<file path="config.mk">
export PLATFORM = sky130hd
export DESIGN_NAME = gps_mode_fsm
export DESIGN_NICKNAME = d
export VERILOG_FILES = /design/src/rtl/gps_mode_fsm.sv
export SDC_FILE = /design/constraint.sdc
export NUM_CORES = 1
export LEC_CHECK = 0
export CAP_MARGIN = 20
export CORE_MARGIN = 2
export CORE_UTILIZATION = 30
export CTS_CLUSTER_DIAMETER = 50
export DETAILED_ROUTE_END_ITERATION = 12
export PLACE_DENSITY = 0.51
export SLEW_MARGIN = 20
export SYNTH_ARGS = -nofsm -noshare
export SYNTH_HDL_FRONTEND = slang
export SYNTH_SLANG_ARGS = --single-unit
</file>
<file path="constraint.sdc">
create_clock -name clk_i -period 2.3 [get_ports clk_i]
set_clock_uncertainty 0.15 [all_clocks]
set_input_delay 0.46 -clock clk_i [delete_from_list [all_inputs] [get_ports clk_i]]
set_output_delay 0.46 -clock clk_i [all_outputs]
set_load 0.03 [all_outputs]
</file>
<file path="src/rtl/gps_mode_fsm.sv">
// gps_mode_fsm: GPS receiver mode tracker (IDLE/ACQ/RUN/RUN_APPROX/HOLD) with fix debounce, holdover and fix-age counter
module gps_mode_fsm #(
  parameter int DEBOUNCE_P = 4,
  parameter int HOLD_P = 16,
  parameter int AGE_W = 16
) (
  input  logic             clk_i,
  input  logic             rst_i,
  input  logic             gps_active_i,
  input  logic             fix_i,
  input  logic             approx_i,
  output logic             idle_o,
  output logic             aq_o,
  output logic             run_o,
  output logic             run_approx_o,
  output logic             hold_o,
  output logic [2:0]       state_o,
  output logic             lost_o,
  output logic [AGE_W-1:0] fix_age_o
);
  localparam logic [2:0] IDLE = 3'd0;
  localparam logic [2:0] ACQ = 3'd1;
  localparam logic [2:0] RUN = 3'd2;
  localparam logic [2:0] RUN_APPROX = 3'd3;
  localparam logic [2:0] HOLD = 3'd4;
  localparam int DW = $clog2(DEBOUNCE_P > 2 ? DEBOUNCE_P : 2);
  localparam int HW = $clog2(HOLD_P > 2 ? HOLD_P : 2);
  localparam logic [DW-1:0] DB_LAST = DW'(DEBOUNCE_P - 1);
  localparam logic [HW-1:0] HC_LAST = HW'(HOLD_P - 1);
  logic [2:0] state, nxt;
  logic [DW-1:0] db, db_nxt;
  logic [HW-1:0] hc, hc_nxt;
  logic lost_nxt;
  always_comb begin
    nxt = IDLE;
    db_nxt = '0;
    hc_nxt = '0;
    lost_nxt = 1'b0;
    if (gps_active_i)
      case (state)
        IDLE: nxt = ACQ;
        ACQ: begin
          nxt = fix_i ? (db == DB_LAST ? RUN : ACQ) : approx_i ? RUN_APPROX : ACQ;
          db_nxt = (fix_i && db != DB_LAST) ? db + 1'b1 : '0;
        end
        RUN: nxt = fix_i ? RUN : approx_i ? RUN_APPROX : HOLD;
        RUN_APPROX: nxt = fix_i ? RUN : approx_i ? RUN_APPROX : ACQ;
        HOLD: begin
          lost_nxt = !fix_i && !approx_i && hc == HC_LAST;
          nxt = fix_i ? RUN : approx_i ? RUN_APPROX : lost_nxt ? ACQ : HOLD;
          hc_nxt = nxt == HOLD ? hc + 1'b1 : '0;
        end
        default: nxt = IDLE;
      endcase
  end
  always_ff @(posedge clk_i or posedge rst_i)
    if (rst_i) begin
      state <= IDLE;
      db <= '0;
      hc <= '0;
      lost_o <= 1'b0;
      fix_age_o <= '0;
    end else begin
      state <= nxt;
      db <= db_nxt;
      hc <= hc_nxt;
      lost_o <= lost_nxt;
      fix_age_o <= fix_i ? '0 : (&fix_age_o ? fix_age_o : fix_age_o + 1'b1);
    end
  // idle_o covers any unused encoding so the one-hot set never goes empty
  assign aq_o = state == ACQ;
  assign run_o = state == RUN;
  assign run_approx_o = state == RUN_APPROX;
  assign hold_o = state == HOLD;
  assign idle_o = !(aq_o || run_o || run_approx_o || hold_o);
  assign state_o = state;
endmodule

</file>
* Yosys cells after proc, flatten, opt, wreduce, memory -nomap -nowiden
Cells that the tools add are included.
Word-level totals: register bits after elaboration 26, bits of input ports 5, output and inout port bits 25, logic and storage cells 49
Operators by class: $add $sub $neg 3, equality and inequality tests 9, multiplexer cells 21, reduce and logical (&&, ||, !) cells 11
Operators by type and width (count):
- $mux W16 | 2
- $mux W3 | 7
- $add A16 B1 Y16 const B | 1
- $reduce_and A16 Y1 | 1
- $pmux W3 S5 | 1
- $mux W2 | 6
- $mux W4 | 3
- $eq A3 B2 Y1 const B | 2
- $eq A3 B3 Y1 const B | 2
- $add A4 B1 Y4 const B | 1
- $eq A4 B4 Y1 const B | 1
- $ne A2 B2 Y1 const B | 2
- $eq A3 B1 Y1 const B | 1
- $logic_and A1 B1 Y1 | 3
- $logic_not A1 Y1 | 3
- $logic_not A3 Y1 | 1
- $logic_or A1 B1 Y1 | 3
- $add A2 B1 Y2 const B | 1
- $eq A2 B2 Y1 const B | 1
- $mux W1 | 2

* Logic depth before layout (Yosys ltp)
Gate-level depths: netlist (run 1).
depth in word-level cells 10, depth in mapped cells 6, mapped depth without buffers 5

* Least setup slack after synthesis (run 1)
No wires, ideal clock.
path type flip-flop to flip-flop, start register fix_age_o[0], end register fix_age_o[4], setup time 128 ps, data arrival time 1922 ps, data required time 2022 ps, path slack 100 ps, stages on the path, launching flop included 7, path buffers 1, period minus slack after synthesis 2200 ps, cells stage by stage dfrtp_1 > ha_1 > nand4_1 > or4_1 > buf_2 > nand4_1 > mux2_1
Between the ends: cells in the longest elaborated chain, start to end 3, elaborated cells between the ends (all ways) 5, classes of those cells add/sub (1); eq/ne (1); mux (2); reduce/logical (1)
RTL lines:
- start: declaration | RTL line 19 | output logic [AGE_W-1:0] fix_age_o
- start signal: assignment | RTL line 68 | fix_age_o <= fix_i ? '0 : (&fix_age_o ? fix_age_o : fix_age_o + 1'b1);
- $add A16 B1 Y16 | RTL line 68
- $mux W16 (2 in a row) | RTL line 68
Several ways; a longest one is shown, not always the timed one. The select of a mux whose other input is x is not followed. A chain may end at the register's enable or synchronous reset.

* Final worst setup path (run 1)
start register state[0] (netlist: state_o[0]), end output hold_o
Between the ends: cells in the longest elaborated chain, start to end 1
RTL lines:
- start: declaration | RTL line 30 | logic [2:0] state, nxt;
- start signal: assignment | RTL line 64 | state <= nxt;
- $eq A3 B3 Y1 | RTL line 74 | assign hold_o = state == HOLD;
- end: declaration | RTL line 16 | output logic hold_o,
Every way passes these cells.

==> results.txt, run 1 <==
Routed WL per cell: 14.7 µm
Synth Net Count: 154
Logic pwr share: 12.7%
H-tree depth: 1
GRT Residual Overflow: 0
Synth area leader: dfrtp_1
fin. max-slew vios: 0
DRT iter0 DRCs: 84
pin count of the biggest net entering global routing: 27
Post-Syn Area per Cell: 9.38 µm²
TritonCTS Buffers: 3
P_leak: 0.780 nW
Flop pwr share: 56.1%
post-synthesis cell area: 0.00137 mm²
Clock transition at path regs: 0.09 ns
CP Class: flip-flop to output port
Crit Path Max Fanout: 8
Worst-Skew Late Latency: 0.27 ns
WL final: 3480 µm
routing usage on met3: 2.53%
Post-synth top flop: dfrtp_1
clock power share: 31.2%
Worst VDD drop: 222 µV
register area share after synthesis: 47.5%
Die Wd: 71.6 µm
first-pass GRT wire length: 5900 µm
CP Cell Sequence: nor2_1, and2_1, dlygate4sd2_1
GR Util met1: 18.7%
Final setup violation count: 0
crit-path max cell delay: 0.48 ns
clk sinks: 26
final setup TNS: 0 ns
IO buf count: 29
Syn. warnings: 0
drt drc: 0
Critical path buffers and inverters: 1
met2 GRT Util: 24.7%
Tmin final: 2.20 ns
top-area cell type share of the netlist area: 47.5%
FF+latch count, synth: 26
status: completed
RSZ-0062 raised after global routing: false
TritonCTS clock tree: done
Crit path max-delay family: flip-flops
Overall Power: 850 µW
Worst slew margin: 67.9%
switching pwr: 228 µW
fill count: 452
Bufs on Longest Clock Path: 2
chip height: 71.6 µm
top post-synthesis cells by area: dfrtp_1 47%, nor2_1 6.8%, nand4_1 3.7%, ha_1 2.7%, inv_1 2.7%
Crit path depth: 3
initial antenna violation count: 0
Data required, critical path: 1.69 ns
Hold Crit Class: flip-flop to flip-flop
switch share: 26.8%
GRT busiest layer: met2
CTS Root Cell: clkbuf_8
Post-CTS Hold Buffers: 0
nets: 194
ANT cells: 0
Starting Density: 31.2%
Post-DP HPWL: 2540 µm
arrival time worst endpoint: 1.59 ns
vias in the first global route: 1,210
count of cell types in the netlist: 37
synthesized instance count: 146
final worst path period share: 95.8%
Core Rows: 24
Multi-input gate area: 666 µm²
fraction of layout cells with a size suffix above 1: 9.24%
CP Launch Type: flip-flop
GRT Util Overall: 14.7%
worst reg2reg path depth: 5
fmax: 454 MHz
Vias/cell: 5.27
total core area: 0.00438 mm²
FF/Latch Area: 651 µm²
MaxCap Viol Count: 0
Final ANT Viol Nets: 0
P_int: 622 µW
area delta synth->final: 32.8%
CP max stage cell: dfrtp_1
Hold Crit Depth: 1
# IOs: 30
Post-synth EDFFs: 0
fraction of registers with async set/reset: 100%
Vias: 1,244
PwrDens: 467 mW/mm²
GP Congestion: 0.916
Final Hold Viols: 0
Least-Margin Pin Slew: 0.477 ns
Worst setup EP type: output port
First-pass DRT Iterations: 4
die area: 0.00512 mm²
## per-layer routing
| layer | wire (µm) | vias up |
|---|---|---|
| met4 | 73 | 0 |
| met5 | 0 | - |
| met2 | 1670 | 32 |
| li1 | - | 620 |
| met1 | 1600 | 585 |
| met3 | 134 | 7 |
## timing repair
item | CTS | global route
resized for setup | 5 | 0
endpoints found under the setup margin | 5 | 0
setup buffers | 0 | 0
## placed cells by master, fill, tap and decap left out, types with 5 or more instances in the layout
cell	count
dfrtp_1	26
nor2_1	25
clkdlybuf4s50_1	24
inv_1	10
buf_4	10
nand4_1	8
nand3_1	6
nor3_1	6
a21oi_1	6
nand2_1	5
dlygate4sd2_1	5
## power groups by stage
| stage | Sequential, mW | Clock [mW] | Combinational [mW] |
|---|---|---|---|
| 3_5_place_dp | 0.486 | 0 | 0.113 |
| 5_1_grt | 0.479 | 0.297 | 0.120 |
| 2_1_floorplan | 0.498 | 0 | 0.0495 |
| 4_1_cts | 0.477 | 0.272 | 0.110 |
| 6_report | 0.477 | 0.265 | 0.108 |
| 3_3_place_gp | 0.485 | 0 | 0.112 |
## synth_stat cells (3+ instances only)
library cell	instances
a211oi_1	4
a21oi_1	6
a31oi_1	3
and4_1	3
clkbuf_1	3
dfrtp_1	26
ha_1	3
inv_1	10
mux2i_1	3
nand2_1	5
nand3_1	6
nand4_1	8
nor2_1	25
nor3_1	6
nor4_1	4
o21ai_0	4
xor2_1	3
## cell type report
cell class | instances | area share, %
repair buffers | 39 | 19.7
inverters | 10 | 2.06
clock buffers | 3 | 2.27
multi-input cells | 106 | 36.6
flip-flops and latches | 26 | 35.8
well taps | 52 | 3.58
## path summary, 6_finish.rpt
check	startpoint	end	slack [ns]
max in group asynchronous	rst_i	state_o[1]	1.36
min in group asynchronous	rst_i	fix_age_o[12]	0.39
setup / recovery	state_o[0]	hold_o	0.1
hold / removal	db[0]	db[0]	0.30
hold reg to reg	db[0]	db[0]	0.30
setup reg to reg	fix_age_o[1]	fix_age_o[4]	0.16
## stage by stage
| stage | worst slack [ns] | instance area, µm² | util, % | std cells | hold WS (ns) |
|---|---|---|---|---|---|
| after floorplan | 0.100 | 1370 | - | 146 | 0.259 |
| after global placement | 0.171 | 1780 | 40.7 | 233 | 0.272 |
| after detailed placement | 0.146 | 1780 | 40.7 | 233 | 0.289 |
| after CTS | 0.101 | 1820 | 41.5 | 236 | 0.305 |
| after global routing | 0.00292 | 1820 | 41.5 | 236 | 0.335 |
| final | 0.0964 | 1820 | 41.5 | 236 | 0.297 |
## worst register-to-register path, stage by stage (launching register included)
cell     delay (ns)
dfrtp_1        0.46
ha_1           0.31
nand4_1        0.14
or4_1          0.50
nand4_1        0.15
mux2_1         0.32
## flip-flops by register name, summed over array words and instances, names as in the netlist
signal / count
db: 2
state_o: 3
fix_age_o: 16
hc: 4
lost_o: 1
## cell families (layout without fill, tap and decap cells)
logic type / after synthesis / in the layout / synth area share [%]
muxes: 5 / 5 / 3.84
AOI/OAI and AO/OA: 24 / 24 / 11.8
adders and majority gates: 3 / 3 / 2.74
xor gates and xnor gates: 5 / 5 / 3.20
DFF: 26 / 26 / 47.5
and+or+nand+nor: 69 / 69 / 27.0
buffers and inverters: 14 / 52 / 3.93
(Power assumes the default switching activity.)
==> run 2, diff against run 1 <==
- RECOVER_POWER: default -> 50
==> run 2 against run 1 <==
  * Via count increased by 1.2%
  * Setup slack got worse by 0.0085 ns
  * Highest routed layer unchanged
  * Register-to-register slack about the same
  * Core utilization decreased by 0.11 points
  * Sequential power about the same
  * Critical endpoint unchanged
  * Sequential share of layout area increased by 0.099 points
  * Critical path depth unchanged
==> results.txt, run 2 (synthesized netlist as in run 1, its figures left out) <==
Worst-Skew Late Latency: 0.27 ns (about the same)
fin. max-slew vios: 0 (unchanged)
die area: 0.00512 mm² (unchanged)
Least-Margin Pin Slew: 0.668 ns (+0.190 ns)
Reg2Reg Capture Point: fix_age_o[4]
Clock transition at path regs: 0.09 ns (about the same)
TritonCTS Buffers: 3 (unchanged)
vias in the first global route: 1,210 (unchanged)
initial antenna violation count: 0 (unchanged)
CP Launch Type: flip-flop
Tmin final: 2.21 ns (+0.00852 ns)
CTS Root Cell: clkbuf_8
Core Rows: 24 (unchanged)
Final Hold Viols: 0 (unchanged)
Worst setup EP type: output port
PwrDens: 469 mW/mm² (+0.29%)
Data required, critical path: 1.69 ns (about the same)
DRT iter0 DRCs: 84 (unchanged)
H-tree depth: 1 (unchanged)
Bufs on Longest Clock Path: 2 (unchanged)
GP Congestion: 0.916 (unchanged)
chip height: 71.6 µm (unchanged)
fmax: 452 MHz (-0.38%)
commonest non-fill, non-tap cells in the layout: 26 x dfrtp_1, 25 x nor2_1, 22 x clkdlybuf4s50_1
launching point of the worst reg2reg path: fix_age_o[1]
GRT Util Overall: 14.7% (unchanged)
# IOs: 30 (unchanged)
Vias: 1,259 (+1.2%)
nets: 194 (unchanged)
Hold Crit Depth: 1 (unchanged)
most common cell after layout, fill and taps aside: dfrtp_1
final worst path period share: 96.2% (+0.37 points)
fin cells: 236 (unchanged)
MaxCap Viol Count: 0 (unchanged)
Worst VDD drop: 222 µV (+0.18%)
Final setup violation count: 0 (unchanged)
TritonCTS clock tree: done
Endpoint, Worst Hold: db[0]
HP Start: db[0]
CP Class: flip-flop to output port
clk sinks: 26 (unchanged)
final setup TNS: 0 ns (unchanged)
GRT Residual Overflow: 0 (unchanged)
ANT cells: 0 (unchanged)
Largest Register: fix_age_o
status: completed
Hold Crit Class: flip-flop to flip-flop
max reg flops: 16 (unchanged)
Routed WL per cell: 14.8 µm (+0.46%)
first-pass GRT wire length: 5900 µm (unchanged)
worst reg2reg path depth: 5 (unchanged)
drt drc: 0 (unchanged)
WL final: 3500 µm (+0.46%)
Starting Density: 31.2% (unchanged)
total core area: 0.00438 mm² (unchanged)
First-pass DRT Iterations: 4 (unchanged)
P_leak: 0.779 nW (about the same)
Worst slew margin: 55.5% (-12 points)
IO buf count: 29 (unchanged)
RSZ-0062 raised after global routing: false
setup bufs post-CTS: 0 (unchanged)
Crit Path Max Fanout: 8 (unchanged)
Die Wd: 71.6 µm (unchanged)
area delta synth->final: 32.4%
fraction of layout cells with a size suffix above 1: 9.24% (unchanged)
Vias/cell: 5.33 (+1.2%)
Final ANT Viol Nets: 0 (unchanged)
Post-DP HPWL: 2540 µm (unchanged)
placed cell count: 233 (unchanged)
pin count of the biggest net entering global routing: 27 (unchanged)
arrival time worst endpoint: 1.60 ns (about the same)
internal reg-to-reg setup slack: 0.16 ns (about the same)
run 2: changes by cell type in the layout (fill, tap and decap cells not counted), sizes merged:
| cell | change |
|---|---|
| dlygate4sd3 | +2 |
| clkdlybuf4s50 | -2 |
| buf | -2 |
| clkbuf | +2 |
run 2: repair_timing:
item,CTS,global route
endpoints found under the setup margin,5,0
resized for setup,5,0
hold buffers,0,0
run 2: through the flow:
stage	utilization, %	setup slack, ns	hold slack [ns]	total power, mW	cell area (µm²)
floorplan	-	0.100	0.259	0.547	1370
global placement	40.7	0.171	0.272	0.597	1780
detailed placement	40.7	0.146	0.289	0.598	1780
CTS	41.5	0.101	0.305	0.859	1820
global route	41.4	0.00292	0.335	0.894	1810
finish	41.4	0.0879	0.297	0.850	1810
run 2: final cells by class:
type / count / area [µm²]
repair buffers: 39 / 354
well taps: 52 / 65.1
inverters: 10 / 37.5
flip-flops and latches: 26 / 651
clock buffers: 3 / 41.3
multi-input cells: 106 / 666
fillers: 453 / 2570
run 2: worst max-delay path, cell delays in order, from the launching register on:
cell           delay [ns]
dfrtp_1              0.48
nor2_1               0.22
and2_1               0.22
dlygate4sd2_1        0.42
run 2: worst max-delay path by stage:
stage            startpoint            to
3_5_place_dp     state_o[0]        hold_o
5_1_grt          state_o[0]        hold_o
3_3_place_gp     state_o[0]        hold_o
4_1_cts          state_o[0]        hold_o
2_1_floorplan  fix_age_o[0]  fix_age_o[4]
6_report         state_o[0]        hold_o
run 2: report_power, final:
group          internal, mW  switching, mW  total [mW]  leakage, nW
Combinational        0.0384         0.0679       0.106        0.400
Clock                 0.118          0.149       0.267       0.0216
Sequential            0.464         0.0123       0.477        0.358
run 2: metal layers:
layer / vias to the layer above / part of all wire (%) / global-route usage (%)
li1: 620 / - / -
met1: 600 / 46 / 18.7
met2: 32 / 48 / 24.7
met3: 7 / 4.0 / 2.53
met4: 0 / 2.1 / 6.29
met5: - / 0 / 0
==> run 3, diff against run 2 <==
- CTS_CLUSTER_DIAMETER: 50 -> default
- PLACE_DENSITY: 0.51 -> 0.63
==> run 3 against run 2 <==
  * Clock power is 42% higher
  * Count of clock-buffer cells in the layout stayed put
  * Non-clock buffer count is 1 lower
  * Flip-flop and latch count stayed put
  * Die area stayed put
  * First-iteration DRC count is 69% lower
  * Setup slack better by 0.034 ns
  * Critical path type unchanged
==> results.txt, run 3 (synthesized netlist as in run 1, its figures left out) <==
status: completed
worst reg2reg path depth: 5 (unchanged)
Routed WL per cell: 13.3 µm (-10%)
First-pass DRT Iterations: 5 (+1)
Endpoint, Worst Hold: db[0]
fill count: 436 (-3.8%)
most common cell after layout, fill and taps aside: dfrtp_1
GP Congestion: 0.793 (-13%)
Least-Margin Pin Slew: 0.662 ns (-0.00595 ns)
DRT iter0 DRCs: 26 (-69%)
Die Wd: 71.6 µm (unchanged)
Setup crit start: state_o[0]
nets: 193 (-0.52%)
first-pass GRT wire length: 5320 µm (-9.8%)
Hold Crit Depth: 1 (unchanged)
Vias/cell: 5.17 (-3.2%)
# IOs: 30 (unchanged)
Detail Route met3 WL: 101 µm (-28%)
P_leak: 0.787 nW (+0.94%)
area delta synth->final: 34.0%
Worst setup EP type: output port
routed wl met2: 1390 µm (-17%)
Top Layer Used: met4
commonest non-fill, non-tap cells in the layout: 26 x dfrtp_1, 25 x nor2_1, 22 x clkdlybuf4s50_1
arrival time worst endpoint: 1.57 ns (-0.03 ns)
launching point of the worst reg2reg path: fix_age_o[0]
Final setup violation count: 0 (unchanged)
Reg2Reg Capture Point: fix_age_o[4]
CP Launch Type: flip-flop
chip height: 71.6 µm (unchanged)
final worst path period share: 94.7% (-1.5 points)
Worst-Skew Late Latency: 0.27 ns (about the same)
ANT cells: 0 (unchanged)
Worst slew margin: 55.9% (+0.40 points)
Worst VDD drop: 268 µV (+21%)
final setup TNS: 0 ns (unchanged)
GRT Util Overall: 13.0% (-1.7 points)
Vias: 1,219 (-3.2%)
drt drc: 0 (unchanged)
Final Hold Viols: 0 (unchanged)
GRT Residual Overflow: 0 (unchanged)
H-tree depth: 1 (unchanged)
Core Rows: 24 (unchanged)
Crit Path Max Fanout: 8 (unchanged)
fraction of layout cells with a size suffix above 1: 8.70% (-0.54 points)
CTS Root Cell: clkbuf_8
M1 WL: 1600 µm (+0.25%)
Largest Register: fix_age_o
MaxCap Viol Count: 0 (unchanged)
Clock transition at path regs: 0.09 ns (about the same)
internal reg-to-reg setup slack: 0.24 ns (+0.08 ns)
Post-DP HPWL: 2280 µm (-10%)
TritonCTS clock tree: done
dpl ws: 0.152 ns (+0.00580 ns)
pin count of the biggest net entering global routing: 27 (unchanged)
post-CTS sizing: 5 (unchanged)
fmax: 459 MHz (+1.6%)
WL final: 3130 µm (-10%)
TritonCTS Buffers: 3 (unchanged)
RSZ-0062 raised after global routing: false
Post-CTS Hold Buffers: 0 (unchanged)
Bufs on Longest Clock Path: 2 (unchanged)
initial antenna violation count: 0 (unchanged)
IO buf count: 29 (unchanged)
fin. max-slew vios: 0 (unchanged)
max reg flops: 16 (unchanged)
Data required, critical path: 1.69 ns (about the same)
total core area: 0.00438 mm² (unchanged)
CP Class: flip-flop to output port
setup bufs post-CTS: 0 (unchanged)
vias in the first global route: 1,143 (-5.5%)
setup ws final: 0.122 ns (+0.0343 ns)
PwrDens: 526 mW/mm² (+12%)
clk sinks: 26 (unchanged)
Hold Crit Class: flip-flop to flip-flop
die area: 0.00512 mm² (unchanged)
Final ANT Viol Nets: 0 (unchanged)
Starting Density: 31.2% (unchanged)
Tmin final: 2.18 ns (-0.0343 ns)
HP Start: db[0]
==> run 3: cell count changes in the layout (fill, tap and decap cells not counted) <==
cell and change:
buf_4 -1, bufinv_16 +1, clkbuf_1 +1, clkbuf_2 -1
==> run 3: metrics by stage <==
stage	cells	utilization [%]	power, mW	hold WS [ns]	instance area [µm²]
after floorplan	146	-	0.547	0.259	1370
after global placement	232	40.5	0.601	0.276	1780
after detailed placement	232	40.5	0.602	0.282	1780
after CTS	236	42.0	0.982	0.296	1840
after global routing	236	41.9	1.01	0.314	1840
final	236	41.9	0.965	0.286	1840
==> run 3: area by class of cell <==
cell class,instances,area (µm²),area share [%]
tap,52,65.1,3.54
clock inverter,1,30.0,1.64
clock buffer,3,41.3,2.25
timing repair buffer,38,345,18.8
sequential,26,651,35.4
inverter,10,37.5,2.04
multi-input combinational,106,666,36.3
==> run 3: metal layers <==
metal / GRT usage, % / vias up
li1: - / 612
met1: 19.0 / 580
met2: 19.9 / 23
met3: 1.83 / 4
met4: 4.40 / 0
met5: 0 / -
==> run 3: worst max path at each step <==
stage | to | depth (start not counted) | slack [ns]
after floorplan | fix_age_o[4] | 6 | 0.10
after global placement | hold_o | 3 | 0.17
final | hold_o | 3 | 0.12
after global routing | hold_o | 3 | 0.03
after CTS | hold_o | 3 | 0.11
after detailed placement | hold_o | 3 | 0.15
==> run 3: critical path: stages, from the launching register on <==
cell	delay, ns
dfrtp_1	0.46
nor2_1	0.22
and2_1	0.21
dlygate4sd2_1	0.41
==> run 3: power breakdown <==
| group | internal (mW) | leakage, nW | switching (mW) |
|---|---|---|---|
| Clock | 0.233 | 0.0357 | 0.146 |
| Sequential | 0.464 | 0.358 | 0.00747 |
| Combinational | 0.0428 | 0.393 | 0.0715 |
| Total | 0.740 | 0.787 | 0.225 |
